==> config.mk <==
export PLATFORM = sky130hd
export DESIGN_NAME = plab4_net_inject_sched
export DESIGN_NICKNAME = d
export VERILOG_FILES = /design/src/rtl/plab4_net_inject_sched.sv
export SDC_FILE = /design/constraint.sdc
export NUM_CORES = 1
export LEC_CHECK = 0
export CORE_UTILIZATION = 37
export DETAILED_ROUTE_END_ITERATION = 12
export GPL_ROUTABILITY_DRIVEN = 0
export PLACE_DENSITY = 0.82
export SETUP_SLACK_MARGIN = 0.05
export SYNTH_ARGS = -nofsm -noshare
export SYNTH_HDL_FRONTEND = slang
export SYNTH_SLANG_ARGS = --single-unit
export TNS_END_PERCENT = 50
==> constraint.sdc <==
create_clock -name clk -period 3.3 [get_ports clk]
set_input_delay 0.33 -clock clk [delete_from_list [all_inputs] [get_ports clk]]
set_output_delay 0.33 -clock clk [all_outputs]
set_load 0.05 [all_outputs]
==> src/rtl/plab4_net_inject_sched.sv <==
// Shares one ring-network injection port among p_num_reqs requesters through a one-entry buffer.
// Define PLAB4_NET_INJECT_SCHED_TDMA_EN for TDMA slots; round-robin arbitration otherwise.
module plab4_net_inject_sched #(
  parameter int unsigned p_num_reqs      = 4,
  parameter int unsigned p_payload_nbits = 32,
  parameter int unsigned p_opaque_nbits  = 3,
  parameter int unsigned p_srcdest_nbits = 3,
  parameter int unsigned p_slot_cycles   = 4,
  localparam int unsigned c_net_msg_nbits =
    p_payload_nbits + p_opaque_nbits + 2 * p_srcdest_nbits,
  localparam int unsigned c_id_nbits = $clog2(p_num_reqs)
) (
  input  logic                                  clk,
  input  logic                                  reset_n,
  input  logic [p_num_reqs-1:0]                 req_val,
  output logic [p_num_reqs-1:0]                 req_rdy,
  input  logic [p_num_reqs*c_net_msg_nbits-1:0] req_msg,
  output logic                                  net_val,
  input  logic                                  net_rdy,
  output logic [c_net_msg_nbits-1:0]            net_msg,
  output logic [c_id_nbits-1:0]                 net_id,
  output logic [c_id_nbits-1:0]                 slot_owner
);

  if (p_num_reqs < 2 || p_slot_cycles < 2) begin : g_bad_cfg
    $error("plab4_net_inject_sched: p_num_reqs and p_slot_cycles must be at least 2");
  end

  logic                       full_q, full_d;
  logic [c_net_msg_nbits-1:0] msg_q, msg_d;
  logic [c_id_nbits-1:0]      id_q, id_d;

  logic [c_id_nbits-1:0]      sel;
  logic                       eligible;
  logic                       can_accept;
  logic                       xfer;
  logic                       deq;

`ifdef PLAB4_NET_INJECT_SCHED_TDMA_EN
  localparam int unsigned c_cnt_nbits = $clog2(p_slot_cycles);

  logic [c_cnt_nbits-1:0] cnt_q, cnt_d;
  logic [c_id_nbits-1:0]  owner_q, owner_d;
  logic                   slot_last;

  // Last cycle of every slot is a guard cycle: nothing is accepted.
  assign slot_last = (cnt_q == c_cnt_nbits'(p_slot_cycles - 1));

  always_comb begin
    cnt_d   = cnt_q + 1'b1;
    owner_d = owner_q;
    if (slot_last) begin
      cnt_d   = '0;
      owner_d = (owner_q == c_id_nbits'(p_num_reqs - 1)) ? '0 : owner_q + 1'b1;
    end
  end

  assign sel        = owner_q;
  assign eligible   = !slot_last;
  assign slot_owner = owner_q;

  always_ff @(posedge clk or negedge reset_n) begin
    if (!reset_n) begin
      cnt_q   <= '0;
      owner_q <= '0;
    end else begin
      cnt_q   <= cnt_d;
      owner_q <= owner_d;
    end
  end
`else
  logic [c_id_nbits-1:0] ptr_q, ptr_d;
  logic [c_id_nbits:0]   scan;

  // Scan ptr, ptr+1, ... with an explicit wrap so non-power-of-two counts stay legal.
  always_comb begin
    sel      = ptr_q;
    eligible = 1'b0;
    scan     = '0;
    for (int k = 0; k < int'(p_num_reqs); k++) begin
      scan = {1'b0, ptr_q} + (c_id_nbits + 1)'(k);
      if (scan >= (c_id_nbits + 1)'(p_num_reqs)) begin
        scan = scan - (c_id_nbits + 1)'(p_num_reqs);
      end
      if (!eligible && req_val[scan[c_id_nbits-1:0]]) begin
        eligible = 1'b1;
        sel      = scan[c_id_nbits-1:0];
      end
    end
  end

  always_comb begin
    ptr_d = ptr_q;
    if (xfer) begin
      ptr_d = (sel == c_id_nbits'(p_num_reqs - 1)) ? '0 : sel + 1'b1;
    end
  end

  assign slot_owner = ptr_q;

  always_ff @(posedge clk or negedge reset_n) begin
    if (!reset_n) begin
      ptr_q <= '0;
    end else begin
      ptr_q <= ptr_d;
    end
  end
`endif

  assign can_accept = !full_q || net_rdy;
  assign deq        = full_q && net_rdy;

  // Gated by reset_n so no requester sees a handshake while reset is held.
  always_comb begin
    req_rdy = '0;
    if (reset_n && can_accept && eligible) begin
      req_rdy[sel] = 1'b1;
    end
  end

  assign xfer = req_val[sel] && req_rdy[sel];

  always_comb begin
    full_d = full_q;
    msg_d  = msg_q;
    id_d   = id_q;
    if (xfer) begin
      full_d = 1'b1;
      msg_d  = req_msg[sel * c_net_msg_nbits +: c_net_msg_nbits];
      id_d   = sel;
    end else if (deq) begin
      full_d = 1'b0;
    end
  end

  always_ff @(posedge clk or negedge reset_n) begin
    if (!reset_n) begin
      full_q <= 1'b0;
      msg_q  <= '0;
      id_q   <= '0;
    end else begin
      full_q <= full_d;
      msg_q  <= msg_d;
      id_q   <= id_d;
    end
  end

  assign net_val = full_q;
  assign net_msg = msg_q;
  assign net_id  = id_q;

endmodule
==> key figures <==
Setup path
  • Arr. time, crit path: 2.66 ns
  • Critical path fanouts, max: 83
  • Setup CP Type: in -> out
  • Worst R2R Start: slot_owner[1]
  • FF-to-FF setup slack: 0.49 ns
  • Worst reg2reg path depth: 9
  • Startpoint types: primary input
  • Worst endpoint required time: 2.97 ns
  • Critical Path End Type: output port
  • Reg2reg end: net_msg[28]

Global routing
  • GR Util All Layers: 26.06%
  • Global-route wire length before repair: 20060 µm
  • Initial antenna violation count: 0
  • GRT overflow: 0
  • Vias in the first global route: 4059
  • Largest net degree at the start of global routing: 84

Synth
  • Area fraction of the dominant cell type after synthesis: 33.48%
  • Seq/Total Area, Yosys: 33.48%
  • Yosys warning count: 0
  • Post-Syn Area: 3438 µm²
  • Cell count after synthesis: 383
  • Mapped Avg Cell Area: 8.977 µm²
  • Main area contributors after synthesis: dfrtp_1 (33%), a211oi_1 (18%), and3_1 (15%)
  • Yosys cell types: 33
  • Main synth FF type: dfrtp_1
  • Post-synth EDFFs: 0
  • Biggest area consumer among synthesized cells: dfrtp_1
  • Syn Nets: 556
  • Asr flop ratio synth: 100.0%
  • Synth Register Bits: 46

Clock tree
  • Clock root cell: clkbuf_8
  • Post-CTS Setup Bufs: 0
  • Max Root-Sink Buffers: 2
  • Clock Latency Late Sink: 0.30 ns
  • Worst-path clk slew: 0.08 ns
  • Total CTS buffers: 5
  • Post_cts resized: 0
  • H-tree depth: 2
  • # hold bufs at CTS: 0
  • Sink Count: 46
  • CTS tree: done

Final layout
  • Final #Nets: 745
  • Synthesis-to-finish area growth: 68.27%
  • FF+latch area: 1154 µm²
  • FILL cells: 750
  • Multi-input logic area: 2047 µm²
  • # diodes: 0
  • Layout cell share with drive strength beyond 1: 6.981%

Die
  • CORE AREA: 8848 µm²
  • Ports: 221
  • Initial Utilization: 38.86%
  • Die Area: 9683 µm²
  • Die W: 98.40 µm
  • Die H: 98.40 µm
  • FP Rows: 34

Route
  • Vias: 4015
  • Remaining DRCs: 7
  • Detail Route Antenna Nets: 0
  • Vias per cell: 5.896
  • Final Routed Wirelength: 12650 µm
  • TritonRoute pass-1 iters: 8
  • DRT iter0 DRCs: 163
  • Per-cell routed wire length: 18.57 µm

Outcome
  • Violated checks: DRC
  • Status: finished, violations left

Timing
  • Peak Freq: 334.0 MHz
  • Slew Limit Fails: 0
  • Period utilization: 90.72%
  • Clock skew: 0.005671 ns
  • Endpoints failing setup: 0
  • Final hold vios: 0
  • RSZ-0062 raised after global routing: false
  • Worst Max-Slew Pin Slew: 0.6613 ns
  • Minimum clock period: 2.994 ns
  • Sum Neg Setup Slack: 0 ns
  • Worst slew margin: 55.92%

Power and ir drop
  • Max VDD drop: 0.3928 mV
  • Pwr per Cell Area: 866.0 nW/µm²
  • Pwr Total: 5010 µW
  • P_leak: 0.002368 µW

Min path
  • Hold WC Path Type: in -> async

Flow run
  • Max-Cap Viols: 0

Placement
  • Port Buffers: 220
  • DPL Wire Length: 9036 µm
## cell usage after synthesis, types with 3 or more instances
| cell | instances |
|---|---|
| o31ai_1 | 43 |
| buf_4 | 5 |
| nand4_1 | 41 |
| buf_6 | 9 |
| buf_2 | 9 |
| nor2b_1 | 5 |
| mux2_1 | 3 |
| nor2_1 | 3 |
| clkbuf_1 | 29 |
| dfrtp_1 | 46 |
| and3_1 | 83 |
| a211oi_1 | 83 |
## report_power, final
part | internal [µW] | leakage, µW | switching (µW)
Sequential | 852 | 0.000564 | 169
Clock | 169 | 0.0000482 | 187
Combinational | 1330 | 0.00176 | 2310
## metal layers
metal | global-route usage (%) | part of all wire (%) | up-vias
met2 | 47.72 | 51 | 163
met4 | 10.45 | 2.8 | 0
met3 | 4.438 | 5.9 | 27
met1 | 30.05 | 41 | 1900
met5 | 0 | 0 | -
li1 | - | - | 1925
## final cells by class
class,count,share of cell area [%]
multi-input combinational,284,35.38
tap,108,2.336
sequential,46,19.94
clock inverter,1,0.08651
inverter,1,0.06488
clock buffer,7,1.492
timing repair buffer,234,40.70
## worst max path at each step
stage	startpoint	to	slack (ns)	depth (start not counted)
after floorplan	slot_owner[1]	net_msg[7]	0.11	12
after global placement	req_val[0]	net_msg[35]	0.31	10
after detailed placement	req_val[0]	net_msg[28]	0.13	10
after CTS	req_val[0]	req_rdy[1]	0.32	7
after global routing	req_val[0]	req_rdy[1]	0.12	7
final	req_val[0]	req_rdy[1]	0.31	7
## placed cells by master (no fill, tap or decap), types with 2 or more instances in the layout
cell,count
dfrtp_1,44
a211oi_1,83
nor3_1,2
clkdlybuf4s50_1,215
dfrtp_2,2
nor2_1,3
and3_1,82
o21a_1,2
nand4_1,41
o31ai_1,42
clkbuf_8,6
buf_12,5
nor2b_1,5
buf_4,13
mux2_1,3
ha_1,2
## critical path, stage by stage
cell and delay (ns):
clkdlybuf4s50_1 0.54, nor2b_1 0.27, or4_4 0.19, buf_4 0.52
nand3_2 0.34, nor2_1 0.28, buf_12 0.17
## state kept, by name, summed over array words and instances, names as in the netlist
signal,flops
net_val,1
net_id,2
net_msg,41
slot_owner,2
## stage by stage
step           hold slack, ns  instances  area (µm²)  util (%)  setup WS [ns]
6_report               0.2012        681        5786     65.38         0.3061
3_5_place_dp           0.4808        673        5694     64.35         0.1258
3_3_place_gp           0.4736        673        5694     64.35         0.3103
4_1_cts                0.2176        681        5786     65.38         0.3194
2_1_floorplan         0.03441        383        3445         -         0.1071
5_1_grt                0.2662        681        5786     65.38         0.1157
## kinds of logic (layout without fill, tap and decap cells)
logic type / Yosys count / in the layout / synth area share, %
adder cells (fa/ha/maj): 2 / 2 / 0.7277
AND/OR/NAND/NOR: 145 / 145 / 26.86
flip-flops: 46 / 46 / 33.48
multiplexers: 3 / 3 / 0.9825
AO/OA/AOI/OAI: 134 / 134 / 29.33
buffers and inverters: 53 / 243 / 8.624
Note: power is estimated with default switching activity, not from simulation.
